**src/rtl/bin2bcd_seq.sv**
```systemverilog
// bin2bcd_seq: sequential double-dabble binary-to-BCD converter.
// A conversion takes M shift cycles plus one cycle to publish the result.
// The result and its leading-zero blanking mask stay stable between conversions.
//
// Handshake: start is level-sensitive and is accepted only on an edge where
// the FSM is in IDLE. bin is sampled on that same edge. busy is high while
// a conversion is in flight. bcd_valid pulses for exactly one cycle when
// bcd/blank take their new value. There is no back-pressure and no queuing.
module bin2bcd_seq #(
    parameter int M      = 26,
    parameter int DIGITS = 8
) (
    input  logic                  clk,
    input  logic                  rst,
    input  logic [M-1:0]          bin,
    input  logic                  start,
    output logic [4*DIGITS-1:0]   bcd,
    output logic                  bcd_valid,
    output logic                  busy,
    output logic [DIGITS-1:0]     blank
);

    localparam int W  = 4 * DIGITS;
    localparam int CW = (M > 1) ? $clog2(M) : 1;
    localparam logic [CW-1:0]     LAST_CNT    = CW'(M - 1);
    localparam logic [DIGITS-1:0] BLANK_RESET = {{(DIGITS-1){1'b1}}, 1'b0};

    typedef enum logic [1:0] {
        IDLE  = 2'd0,
        SHIFT = 2'd1,
        DONE  = 2'd2
    } state_t;

    state_t              state_q;
    logic [W-1:0]        work_q;
    logic [W-1:0]        work_d;
    logic [W-1:0]        corr;
    logic [M-1:0]        sr_q;
    logic [M-1:0]        sr_d;
    logic [CW-1:0]       cnt_q;
    logic [W-1:0]        bcd_q;
    logic [DIGITS-1:0]   blank_q;
    logic [DIGITS-1:0]   blank_d;
    logic                bcd_valid_q;
    logic                hi_zero;

    // Add-3 correction on every working digit that is 5 or more.
    always_comb begin
        corr = work_q;
        for (int i = 0; i < DIGITS; i++) begin
            if (work_q[4*i +: 4] >= 4'd5) begin
                corr[4*i +: 4] = work_q[4*i +: 4] + 4'd3;
            end
        end
    end

    // Shift {corrected BCD, binary} left by one; binary MSB enters BCD bit 0.
    always_comb begin
        {work_d, sr_d} = {corr, sr_q} << 1;
    end

    // Blank digit i when it and every higher digit are zero; units never blank.
    always_comb begin
        blank_d = '0;
        hi_zero = 1'b1;
        for (int i = DIGITS - 1; i >= 1; i--) begin
            hi_zero    = hi_zero & (work_q[4*i +: 4] == 4'd0);
            blank_d[i] = hi_zero;
        end
    end

    // Conversion FSM with all working and output registers.
    always_ff @(posedge clk) begin
        if (rst) begin
            state_q     <= IDLE;
            work_q      <= '0;
            sr_q        <= '0;
            cnt_q       <= '0;
            bcd_q       <= '0;
            blank_q     <= BLANK_RESET;
            bcd_valid_q <= 1'b0;
        end else begin
            bcd_valid_q <= 1'b0;
            case (state_q)
                IDLE: begin
                    if (start) begin
                        sr_q    <= bin;
                        work_q  <= '0;
                        cnt_q   <= '0;
                        state_q <= SHIFT;
                    end
                end
                SHIFT: begin
                    work_q <= work_d;
                    sr_q   <= sr_d;
                    cnt_q  <= cnt_q + 1'b1;
                    if (cnt_q == LAST_CNT) begin
                        state_q <= DONE;
                    end
                end
                DONE: begin
                    bcd_q       <= work_q;
                    blank_q     <= blank_d;
                    bcd_valid_q <= 1'b1;
                    state_q     <= IDLE;
                end
                default: begin
                    state_q <= IDLE;
                end
            endcase
        end
    end

    assign bcd       = bcd_q;
    assign blank     = blank_q;
    assign bcd_valid = bcd_valid_q;
    assign busy      = (state_q != IDLE);

endmodule

```
**config.mk**
```make
export PLATFORM = sky130hd
export DESIGN_NAME = bin2bcd_seq
export DESIGN_NICKNAME = d
export VERILOG_FILES = /design/src/rtl/bin2bcd_seq.sv
export SDC_FILE = /design/constraint.sdc
export NUM_CORES = 1
export LEC_CHECK = 0
export BUFFER_PORTS_ARGS = -buffer_cell sky130_fd_sc_hd__clkbuf_2
export CORE_MARGIN = 4
export CORE_UTILIZATION = 45
export DETAILED_ROUTE_END_ITERATION = 8
export PLACE_DENSITY = 0.65
export SLEW_MARGIN = 10
export SYNTH_ARGS = -nofsm -noshare
export SYNTH_HDL_FRONTEND = slang
export SYNTH_SLANG_ARGS = --single-unit
```
**constraint.sdc**
```tcl
create_clock -name clk -period 2.3 [get_ports clk]
set_input_delay 0.575 -clock clk [delete_from_list [all_inputs] [get_ports clk]]
set_output_delay 0.575 -clock clk [all_outputs]
set_load 0.03 [all_outputs]
```
==> flow_metrics.tcl <==
set metrics [dict create \
    drtIter0Drc 267 \
    yosys.area.top_type "dfxtp_1" \
    first_pass_iters 4 \
    cp_cell_sequence "or2_2 > clkbuf_2" \
    nets 720 \
    slew_headroom_pct 56.4 \
    setup_viol 0 \
    critPathCaptureType "output port" \
    synth-xor-area-share_pct 1.94 \
    fillers 1027 \
    hold_path_class "flop to flop" \
    h-tree-depth 3 \
    synth_cell_types 46 \
    cp_data_arrival_time_ps 1290 \
    grt-ovfl-total 0 \
    diodes 0 \
    final_cells 812 \
    path_class "flop to output port" \
    outcome "completed" \
    numCtsBuffers 9 \
    cts_resized 0 \
    die_w_um 113 \
    place_congestion 0.810 \
    wire_per_inst_um 14.2 \
    yosys-top-cells-area "dfxtp_1 (42%), a21oi_1 (9.5%), nand2_1 (6.1%)" \
    yosysSeqAreaShare_pct 42.4 \
    synth_edf_count 0 \
    cts_root_buf "clkbuf_8" \
    ys_ff_latch 105 \
    clkLatencyLatePin_ps 380 \
    synth-compound-area-share_pct 21.4 \
    ctsHoldBuffers 0 \
    maxCapViolations 0 \
    start_util_pct 46.0 \
    synthAdderAreaFrac_pct 6.05 \
    pwr_density_cell_nw_per_um2 574 \
    synth_ff_type "dfxtp_1" \
    std_cell_rows 38 \
    synth_simple_gate_area_share_pct 20.1 \
    rsz0062_at_grt "false" \
    critPathMaxFanout 7 \
    pin_count 71 \
    antenna_found_initial 0 \
    min_period_over_period_pct 81.3 \
    core_area_um2 10800 \
    cts.clk_slew.worst_paths_ps 100 \
    hold_viol 0 \
    port_buffers 69 \
    ys_warn_count 0 \
    syn_inst 614 \
    drv_slew 0 \
    grt_pass1_wl_um 19800 \
    whs_ps 458 \
    ant_nets 0 \
    synthArstFlopShare_pct 0 \
    synth_top_family_by_area "compound AO/OA/AOI/OAI gates" \
    final_util_pct 52.0 \
    drc 0 \
    clock-sinks 105 \
    grt_max_degree 50 \
    area_delta_synth_final_pct 13.1 \
    slowest_stage "dfxtp_1" \
    syn_area_um2 4960 \
    placed_cells 796 \
    p_leak_uw 0.00227 \
    cts_setup_buffers 0 \
    muxShareOfSynthArea_pct 1.84 \
    first_global_vias 4223 \
    grt_use_total_pct 18.8 \
    fmax_mhz 535 \
    die_h_um 113 \
    cts.path.max_buffers 2 \
    vias_per_cell 5.25 \
    critPathMaxStageDelay_ps 380 \
    drt_wl_total_um 11500 \
    yosys.area.top_type_share_pct 42.4 \
    critPathLaunchType "flop" \
    ir_drop_mv 0.288 \
    cts_tree "done" \
    finalSetupTns_ps 0 \
    tightest_slew_ps 655 \
    syn_avg_cell_area_um2 8.08 \
    drive_gt1_share_pct 18.8 \
    cp_data_required_time_ps 1730 \
    period_needed_ps 1870 \
    synthesis.nets 667 \
    place.detailed.hpwl_um 7950 \
    vias 4260 \
    fp.dieArea_um2 12800 \
    fin_skew_ps 12.7 \
]
-- power by group --
| part | total (µW) | leakage [µW] | internal [µW] | switching [µW] |
|---|---|---|---|---|
| clock | 1060 | 0.0000891 | 420 | 638 |
| sequential | 1890 | 0.000853 | 1860 | 31.7 |
| combinational | 269 | 0.00133 | 106 | 162 |
| total | 3220 | 0.00227 | 2390 | 832 |
-- state kept, by name (all words and copies together) (netlist names) --
register and count:
work_q 32, state_q 2, bcd 32, bcd_valid 1, cnt_q 5, sr_q 26, blank 7
-- cell usage after synthesis, drive strengths merged, types with 2 or more instances --
cell / number
dfxtp: 105
a21oi: 94
nand2: 81
nor2: 77
inv: 32
clkbuf: 29
ha: 24
o21ai: 23
buf: 15
nor2b: 15
o221a: 13
nand2b: 12
a2111oi: 11
nor3: 10
nand3: 9
a22o: 8
mux2i: 8
xnor2: 8
o31ai: 7
a211o: 3
nand4: 3
nor3b: 3
xor2: 3
a221o: 2
nor4: 2
o211ai: 2
or2: 2
or3b: 2
or4b: 2
-- worst max-delay path, delay by kind of cell, from the launching register on --
family                 cells  cell delay [ps]
buffers and inverters      1              190
AND/OR/NAND/NOR            1              340
flip-flops                 1              380
-- metal layers --
| metal | vias to the layer above | global-route usage (%) | share of wire [%] |
|---|---|---|---|
| li1 | 2194 | - | - |
| met1 | 1966 | 24.6 | 49 |
| met2 | 86 | 30.7 | 45 |
| met3 | 14 | 4.44 | 4.7 |
| met4 | 0 | 5.77 | 1.2 |
| met5 | - | 0 | 0 |
-- metrics by stage --
stage	power [µW]	setup WS, ps	instance area, µm²
after floorplan	2120	559	4960
after global placement	2190	533	5440
after detailed placement	2200	466	5440
after CTS	3250	421	5610
after global routing	3360	297	5610
final	3220	431	5610
-- logic make-up (layout without fill, tap and decap cells) --
logic type | count (synthesis) | in the layout
simple gates | 220 | 220
compound gates | 168 | 168
flops | 105 | 105
buf+inv | 76 | 134
fa+ha+maj | 24 | 24
xor+xnor | 11 | 11
mux | 9 | 9
other cells | 1 | 1
-- layout make-up --
class	count	area, µm²	share of cell area [%]
Clock buffer	11	141	2.52
Clock inverter	5	31.3	0.558
Inverter	32	120	2.14
Multi-Input combinational cell	433	2550	45.5
Sequential cell	105	2100	37.5
Tap cell	140	175	3.12
Timing Repair Buffer	86	485	8.65
-- path summary, 6_finish.rpt --
| check | start | end | depth (start not counted) | slack [ps] |
|---|---|---|---|---|
| min reg2reg | bcd[2]$_SDFFE_PP0P_ | bcd[2]$_SDFFE_PP0P_ | 2 | 460 |
| min | bcd[2]$_SDFFE_PP0P_ | bcd[2]$_SDFFE_PP0P_ | 2 | 460 |
| max reg2reg | work_q[28]$_SDFFE_PP0P_ | blank[1]$_SDFFE_PP1P_ | 6 | 460 |
| max | state_q[0]$_SDFFE_PP0P_ | busy | 2 | 430 |
-- layout by cell type (no fill, tap or decap), drive strengths merged, types with 2 or more instances in the layout --
master,instances
dfxtp,105
a21oi,94
clkbuf,80
o211ai,2
nor4,2
o221a,13
or2,2
o31ai,7
buf,17
nand4,3
a22o,8
mux2i,8
inv,32
a2111oi,11
xnor2,8
nor3b,3
nand2,81
ha,24
nor3,10
or3b,2
clkinv,4
xor2,3
a221o,2
o21ai,23
nor2,77
nand3,9
nand2b,12
or4b,2
nor2b,15
a211o,3
Note: power is estimated with default switching activity, not from simulation.
